===== config.mk =====
export PLATFORM = sky130hd
export DESIGN_NAME = fx_joypad_flat
export DESIGN_NICKNAME = d
export VERILOG_FILES = /design/src/rtl/fx_joypad_if.sv /design/src/rtl/fx_joypad.sv /design/src/flat_wrapper.sv
export SDC_FILE = /design/constraint.sdc
export NUM_CORES = 1
export LEC_CHECK = 0
export CAP_MARGIN = 0
export CORE_ASPECT_RATIO = 0.75
export CORE_MARGIN = 5
export CORE_UTILIZATION = 58
export CTS_CLUSTER_DIAMETER = 50
export DETAILED_ROUTE_END_ITERATION = 6
export GPL_ROUTABILITY_DRIVEN = 1
export HOLD_SLACK_MARGIN = 0.1
export PLACE_DENSITY = 0.84
export SLEW_MARGIN = 20
export SYNTH_ARGS = -nofsm -noshare
export SYNTH_HDL_FRONTEND = slang
export SYNTH_SLANG_ARGS = --single-unit

===== constraint.sdc =====
create_clock -name CLK -period 3.8 [get_ports CLK]
set_clock_uncertainty 0.2 [all_clocks]
set_input_delay 0.57 -clock CLK [delete_from_list [all_inputs] [get_ports CLK]]
set_output_delay 0.57 -clock CLK [all_outputs]
set_load 0.005 [all_outputs]

===== src/rtl/fx_joypad_if.sv =====
// K-port serial link between the host keypad controller and one joypad.
// master = host side (drives latch/clock/direction/write data),
// slave  = pad side (drives read data back to the host).
interface fx_joypad_if;
   logic KP_LATCH;
   logic KP_CLK;
   logic KP_RW;
   logic KP_DOUT;
   logic KP_DIN;

   modport master (output KP_LATCH, output KP_CLK, output KP_RW, output KP_DOUT, input KP_DIN);
   modport slave  (input KP_LATCH, input KP_CLK, input KP_RW, input KP_DOUT, output KP_DIN);
endinterface


===== src/rtl/fx_joypad.sv =====
// PC-FX joypad model: device end of a K-port serial link.
// A latch rise with RW=0 shifts out {PAD_ID, 12'h000, BTN} LSB first on KP_DIN;
// with RW=1 the pad shifts 32 host bits from KP_DOUT into RX_DATA.
// Optional build macro FX_JOYPAD_SYNC_EN adds a 2-flop CE-gated synchronizer
// on the four K-port inputs for asynchronous external pads.
module fx_joypad #(
   parameter logic [3:0] PAD_ID = 4'hF
) (
   input  logic        CLK,
   input  logic        RES,
   input  logic        CE,
   input  logic        PRESENT,
   input  logic [15:0] BTN,
   fx_joypad_if.slave  kp,
   output logic [31:0] RX_DATA,
   output logic        RX_STB
);

   localparam int unsigned WORD_W = 32;
   localparam int unsigned CNT_W  = 6;
   localparam int unsigned PIN_W  = 4;

   typedef enum logic [1:0] {IDLE, TX, RX, DONE} state_t;

   state_t              state, state_n;
   logic [CNT_W-1:0]    cnt, cnt_n;
   logic [WORD_W-1:0]   tx_sr, tx_sr_n;
   logic [WORD_W-1:0]   rx_sr, rx_sr_n;
   logic [WORD_W-1:0]   rx_data_n;
   logic                rx_stb_n;
   logic                din, din_n;

   logic [PIN_W-1:0]    pins, cur;
   logic                cur_latch, cur_clk, cur_rw, cur_dout;
   logic                hist_latch, hist_clk;
   logic                latch_rise, clk_rise;

   assign pins = {kp.KP_LATCH, kp.KP_CLK, kp.KP_RW, kp.KP_DOUT};

`ifdef FX_JOYPAD_SYNC_EN
   logic [PIN_W-1:0] sync1, sync2;

   // Two-flop synchronizer on all four pins so data stays aligned with clock
   always_ff @(posedge CLK) begin
      if (RES) begin
         sync1 <= '0;
         sync2 <= '0;
      end else if (CE) begin
         sync1 <= pins;
         sync2 <= sync1;
      end
   end

   assign cur = sync2;
`else
   assign cur = pins;
`endif

   assign cur_latch = cur[3];
   assign cur_clk   = cur[2];
   assign cur_rw    = cur[1];
   assign cur_dout  = cur[0];

   // History flop for latch/clock edge detection
   always_ff @(posedge CLK) begin
      if (RES) begin
         hist_latch <= 1'b0;
         hist_clk   <= 1'b0;
      end else if (CE) begin
         hist_latch <= cur_latch;
         hist_clk   <= cur_clk;
      end
   end

   assign latch_rise = cur_latch & ~hist_latch;
   assign clk_rise   = cur_clk & ~hist_clk;

   // State register
   always_ff @(posedge CLK) begin
      if (RES)     state <= IDLE;
      else if (CE) state <= state_n;
   end

   // Next-state, shift registers, receive word and registered read data
   always_comb begin
      state_n   = state;
      cnt_n     = cnt;
      tx_sr_n   = tx_sr;
      rx_sr_n   = rx_sr;
      rx_data_n = RX_DATA;
      rx_stb_n  = 1'b0;

      if (!PRESENT) begin
         state_n = IDLE;
      end else if (latch_rise) begin
         // Latch wins over a coincident clock edge and aborts any transfer
         cnt_n = '0;
         if (!cur_rw) begin
            tx_sr_n = {PAD_ID, 12'h000, BTN};
            state_n = TX;
         end else begin
            rx_sr_n = '0;
            state_n = RX;
         end
      end else if (clk_rise && !cur_latch) begin
         case (state)
            TX: begin
               tx_sr_n = tx_sr >> 1;
               cnt_n   = cnt + CNT_W'(1);
               if (cnt_n == CNT_W'(WORD_W)) state_n = DONE;
            end
            RX: begin
               rx_sr_n = {cur_dout, rx_sr[WORD_W-1:1]};
               cnt_n   = cnt + CNT_W'(1);
               if (cnt_n == CNT_W'(WORD_W)) begin
                  rx_data_n = rx_sr_n;
                  rx_stb_n  = 1'b1;
                  state_n   = DONE;
               end
            end
            default: ;
         endcase
      end

      din_n = (state_n == TX) ? tx_sr_n[0] : 1'b0;
   end

   // Datapath registers
   always_ff @(posedge CLK) begin
      if (RES) begin
         cnt     <= '0;
         tx_sr   <= '0;
         rx_sr   <= '0;
         RX_DATA <= '0;
         RX_STB  <= 1'b0;
         din     <= 1'b0;
      end else if (CE) begin
         cnt     <= cnt_n;
         tx_sr   <= tx_sr_n;
         rx_sr   <= rx_sr_n;
         RX_DATA <= rx_data_n;
         RX_STB  <= rx_stb_n;
         din     <= din_n;
      end
   end

   assign kp.KP_DIN = din;

endmodule

===== src/flat_wrapper.sv =====
// flat-port wrapper written by rule: the top's interface ports become plain ports
module fx_joypad_flat 
#(
   parameter logic [3:0] PAD_ID = 4'hF
)
  (CLK, RES, CE, PRESENT, BTN, RX_DATA, RX_STB, kp_KP_LATCH, kp_KP_CLK, kp_KP_RW, kp_KP_DOUT, kp_KP_DIN);
  fx_joypad_if kp_i ();
  input  logic CLK;
  input  logic RES;
  input  logic CE;
  input  logic PRESENT;
  input  logic [15:0] BTN;
  output logic [31:0] RX_DATA;
  output logic RX_STB;
  input wire logic [$bits(kp_i.KP_LATCH)-1:0] kp_KP_LATCH;
  input wire logic [$bits(kp_i.KP_CLK)-1:0] kp_KP_CLK;
  input wire logic [$bits(kp_i.KP_RW)-1:0] kp_KP_RW;
  input wire logic [$bits(kp_i.KP_DOUT)-1:0] kp_KP_DOUT;
  output wire logic [$bits(kp_i.KP_DIN)-1:0] kp_KP_DIN;
  assign kp_i.KP_LATCH = kp_KP_LATCH;
  assign kp_i.KP_CLK = kp_KP_CLK;
  assign kp_i.KP_RW = kp_KP_RW;
  assign kp_i.KP_DOUT = kp_KP_DOUT;
  assign kp_KP_DIN = kp_i.KP_DIN;
  fx_joypad #(.PAD_ID(PAD_ID)) u_core (.CLK(CLK), .RES(RES), .CE(CE), .PRESENT(PRESENT), .BTN(BTN), .kp(kp_i), .RX_DATA(RX_DATA), .RX_STB(RX_STB));
endmodule

# ---- Word-level counts from Yosys, hierarchy flattened
# Cells that the tools add are included.
dict set report word_totals {
  output_inout_bits 34
  regBits 108
  ramBits 0
  n_memories 0
  latchBits 0
  rom_bits 0
  elab_cells 57
}
dict set report op_classes {
  n_addsub 1
  bitwise_logic 5
  eq_ne 6
  reduce_logical 11
  div 0
  magnitude_cmp 0
  shift 0
  mux 24
  multipliers 0
}
# cell n
set op_table {}
lappend op_table {{$mux W32} 8}
lappend op_table {{$mux W6} 3}
lappend op_table {{$mux W2} 6}
lappend op_table {{$reduce_and A5 Y1} 2}
lappend op_table {{$reduce_bool A2 Y1} 4}
lappend op_table {{$mux W1} 7}
lappend op_table {{$add A6 B1 Y6 const B} 1}
lappend op_table {{$eq A6 B6 Y1 const B} 1}
lappend op_table {{$reduce_and A6 Y1} 1}
lappend op_table {{$eq A2 B1 Y1 const B} 2}
lappend op_table {{$ne A2 B2 Y1 const B} 2}
lappend op_table {{$reduce_and A4 Y1} 1}
lappend op_table {{$not A1 Y1} 3}
lappend op_table {{$and A1 B1 Y1} 2}
lappend op_table {{$eq A2 B2 Y1 const B} 1}
lappend op_table {{$reduce_or A2 Y1} 1}
lappend op_table {{$logic_and A1 B1 Y1} 1}
lappend op_table {{$logic_not A1 Y1} 1}

# ---- Longest topological paths before layout
dict set report logic_depth {
  ltp_word 9
  depth_mapped 8
  mapped_depth_nobuf 7
}

# ---- Worst setup path after synthesis
# Ideal clock, no wire load.
dict set report synth_timing {
  kind {input -> register}
  startpoint {input port kp_KP_LATCH}
  endpoint {register u_core.RX_DATA[2]}
  required_ps 3472
  n_path_buf 1
  arrival_time_ps 1902
  path_slack_ps 1570
  path_stages 5
  path_cell_list {or3b_4 nor4_4 buf_6 mux2i_1 nor2_1}
}
dict set report synth_between {
  elab_chain_len 3
  word_cells_on_any_way 5
  classes_between {bitwise (2); reduce/logical (3)}
}
# item line_no
set synth_lines {}
lappend synth_lines {{start: declaration} flat_wrapper.sv:15} ;# input wire logic [$bits(kp_i.KP_LATCH)-1:0] kp_KP_LATCH;
lappend synth_lines {{$and A1 B1 Y1 / $logic_not A1 Y1 (equally long branches)} {fx_joypad.sv:75, fx_joypad.sv:105}}
lappend synth_lines {{$not A1 Y1 (no source line) / $logic_and A1 B1 Y1 (equally long branches)} --}
lappend synth_lines {{$reduce_and A6 Y1 (no source line) (*)} --}
lappend synth_lines {{end signal: assignment} fx_joypad.sv:141} ;# RX_DATA <= rx_data_n;
lappend synth_lines {{end: declaration} fx_joypad.sv:15} ;# output logic [31:0] RX_DATA,
# Mark *: on every way between the ends. The rest lies on a longest branch, timed or not.
# A chain may end at the register's enable or synchronous reset.

# ---- Final worst setup path
dict set report layout_timing {
  startpoint {input port kp_KP_LATCH}
  endpoint {register u_core.RX_DATA[7]}
}
# The elaborated chain is that of the path after synthesis.

==> flow_summary.toml <==
[power]
p_sw_mw = 0.4565
power.leakage_nw = 1.820
power.share.switching_pct = 22.79
p_comb_share_pct = 5.6
seq_power_share_pct = 56.8
p_int_mw = 1.546
clkPwrFrac_pct = 37.6
powerDensity_mw_per_mm2 = 400.4
irDropWorstVdd_uv = 210.8

[sta]
hold_violations = 0
fmax_mhz = 360.9
relSlewSlack_pct = 30.07
setup_tns_ns = 0
finalCritPeriodShare_pct = 72.92
finalSetupViolCount = 0
rsz0062_at_grt = "no"
period_needed_ns = 2.771
slew_viol_final = 0
tightest_slew_ns = 1.049

[drt]
wl_per_cell_um = 14.76
drt-vias-per-instance = 5.696
routed_wl_um = 9079
drt_iter0_drc = 203
dr.pass1.iters = 5
ant_nets = 0
via_count = 3503
drcViolationCount = 0

[worst_setup_path]
endpoint_kind = "register"
start_kind = "primary input"
crit_family = "buffers and inverters"
crit_required_ns = 3.81
path_buf_inv = 2
worstPathArrival_ns = 2.78
path_max_fanout = 33
crit_slowest_cell = "clkdlybuf4s50_1"
worstSetupPathType = "primary input to register"
cpPeakStageDelay_ns = 0.55
crit_chain = "clkdlybuf4s50_1 -> or3b_4 -> nor4_4 -> buf_4 -> mux2i_1 -> nor2_1"

[clock_network]
tritoncts = "yes"
postCtsSetupBuffers = 0
insertion_delay_ns = 0.37
clk_pin_slew_ns = 0.09
cts.sinks = 107
cts_max_level = 3
ctsHoldBuffers = 0
cts_buffers = 9
ctsResizeCount = 0
cts_root_buffer = "clkbuf_8"
cts_max_path_buffers = 2

[synth]
ys_ff_latch = 107
syn_avg_cell_area_um2 = 8.877
seq_area_frac_synth_pct = 51.01
syn_nets = 500
synthesis.area_mm2 = 0.004199
ys_warn_count = 0
synthCells = 473
ys_types = 38

[final_layout]
layout.nets = 539
n_antenna_cell = 0
nFillCells = 546
syn_to_final_growth_pct = 19.13
multiInputGateArea_mm2 = 0.001886
final_core_util_pct = 72.19
drive_gt1_share_pct = 5.609
regArea_mm2 = 0.002142

[global_route]
grt_max_degree = 109
grt_pass1_vias = 3293
overflow = 0
grt_antenna_before_repair = 0
grt_usage_pct = 19.91
grt_first_pass_wirelength_um = 14940

[hold_path]
hold_path_class = "register to register"

[floorplanning]
io_pins = 58
core_mm2 = 0.006929
die_area_mm2 = 0.009059
rows = 26
fp.dieW_um = 108.3
die_h_um = 83.69
initial_core_util_pct = 60.60

[placed_design]
hpwl_um = 5669
place_congestion = 0.8555
io_buffers = 57

[job]
cap_violations = 0

[run_status]
status = "complete, no violations"
-- final cells by class --
type	instances	share of cell area [%]
inverter	4	0.3001
clock buffer	10	2.551
timing repair buffer	64	12.41
multi-input combinational	326	37.69
tap	98	2.451
sequential	107	42.82
clock inverter	6	1.776
-- power groups by stage --
stage | sequential, mW | combinational (mW) | clock [mW]
after floorplan | 1.16 | 0.0687 | 0
after global placement | 1.16 | 0.108 | 0
after detailed placement | 1.16 | 0.111 | 0
after CTS | 1.14 | 0.111 | 0.763
after global routing | 1.14 | 0.123 | 0.806
final | 1.14 | 0.113 | 0.753
-- worst min-delay path, stage by stage, from the launching register on --
cell	delay, ns
dfxtp_1	0.32
nand2_1	0.05
a21oi_1	0.05
-- cells in the final DEF (no fill, tap or decap), types with 2 or more instances in the layout --
| master | instances |
|---|---|
| dfxtp_1 | 107 |
| nor2_1 | 90 |
| clkdlybuf4s50_1 | 56 |
| a21oi_1 | 49 |
| mux2i_1 | 35 |
| and3_1 | 29 |
| nand2_1 | 27 |
| nand3_1 | 21 |
| nor3_1 | 19 |
| a221oi_1 | 14 |
| clkbuf_8 | 9 |
| buf_4 | 8 |
| inv_1 | 4 |
| o21ai_0 | 4 |
| a31oi_1 | 3 |
| nand3b_1 | 3 |
| nor2b_1 | 3 |
| o22ai_1 | 3 |
| ha_1 | 3 |
| nor3b_1 | 2 |
| a22oi_1 | 2 |
| a311oi_1 | 2 |
| clkinvlp_4 | 2 |
| bufinv_16 | 2 |
-- cells by family (layout without fill, tap and decap cells) --
logic type	Yosys count	after routing	synth area share (%)
compound gates	85	85	12.40
fa+ha+maj	3	3	0.8940
buf+inv	40	84	4.171
flops	107	107	51.01
mux	35	35	8.343
simple gates	203	203	23.18
-- cell usage after synthesis --
cell type,instances,area share [%]
buf_6,3,0.80
a31oi_1,3,0.45
o32ai_1,1,0.21
clkbuf_1,31,2.8
or3b_4,1,0.27
nand2b_1,1,0.15
o2111ai_1,1,0.21
nor2_1,90,8.0
inv_1,4,0.36
a21o_1,1,0.18
mux2i_1,35,8.3
a221oi_1,14,2.9
nor3b_2,1,0.30
o22ai_1,3,0.45
nor3b_1,2,0.36
o21ai_1,1,0.12
a311oi_1,2,0.42
o21ai_0,4,0.48
dfxtp_1,107,51
nand4_1,1,0.15
a2111o_1,1,0.27
a211oi_1,1,0.18
nand4bb_1,1,0.27
and3_1,29,4.3
a41oi_1,1,0.21
and4bb_2,1,0.30
nor2_2,1,0.15
nand2_1,27,2.4
nand3_1,21,2.5
nor2b_1,3,0.45
ha_1,3,0.89
and3b_1,1,0.21
buf_2,2,0.24
a22oi_1,2,0.36
nor3_1,19,2.3
nor4_4,1,0.51
nand3b_1,3,0.54
a21oi_1,50,6.0
-- stage by stage --
step	cells	setup WS (ns)	instance area, um2	power, mW	hold slack, ns
2_1_floorplan	473	1.570	4199	1.230	0.2317
3_3_place_gp	599	0.7938	4786	1.271	0.2389
3_5_place_dp	599	0.6261	4786	1.274	0.2447
4_1_cts	615	1.034	5002	2.012	0.2578
5_1_grt	615	0.9835	5002	2.068	0.2845
6_report	615	1.029	5002	2.003	0.2568
-- flip-flops by register name (all words and copies together), names as in the netlist --
name,count
u_core.RX_DATA,32
u_core.tx_sr,32
u_core.rx_sr,31
u_core.cnt,6
u_core.state,2
u_core.RX_STB,1
u_core.hist_clk,1
u_core.hist_latch,1
u_core.kp.KP_DIN,1
-- per-layer routing --
layer | GRT usage [%] | wire length [um]
met1 | 25.97 | 4183
met2 | 31.88 | 4300
met3 | 4.795 | 460
met4 | 7.454 | 135
met5 | 0 | 0
-- path summary, 6_finish.rpt --
kind                            startpoint  slack (ns)                        endpoint  cells past startpoint
min reg2reg  u_core.tx_sr[17]$_SDFFE_PP0P_        0.26   u_core.tx_sr[17]$_SDFFE_PP0P_                      2
max                            kp_KP_LATCH        1.03  u_core.RX_DATA[7]$_SDFFE_PP0P_                      6
max reg2reg     u_core.cnt[2]$_SDFFE_PP0P_        1.48  u_core.RX_DATA[7]$_SDFFE_PP0P_                      6
min          u_core.tx_sr[17]$_SDFFE_PP0P_        0.26   u_core.tx_sr[17]$_SDFFE_PP0P_                      2
(Power assumes the default switching activity.)
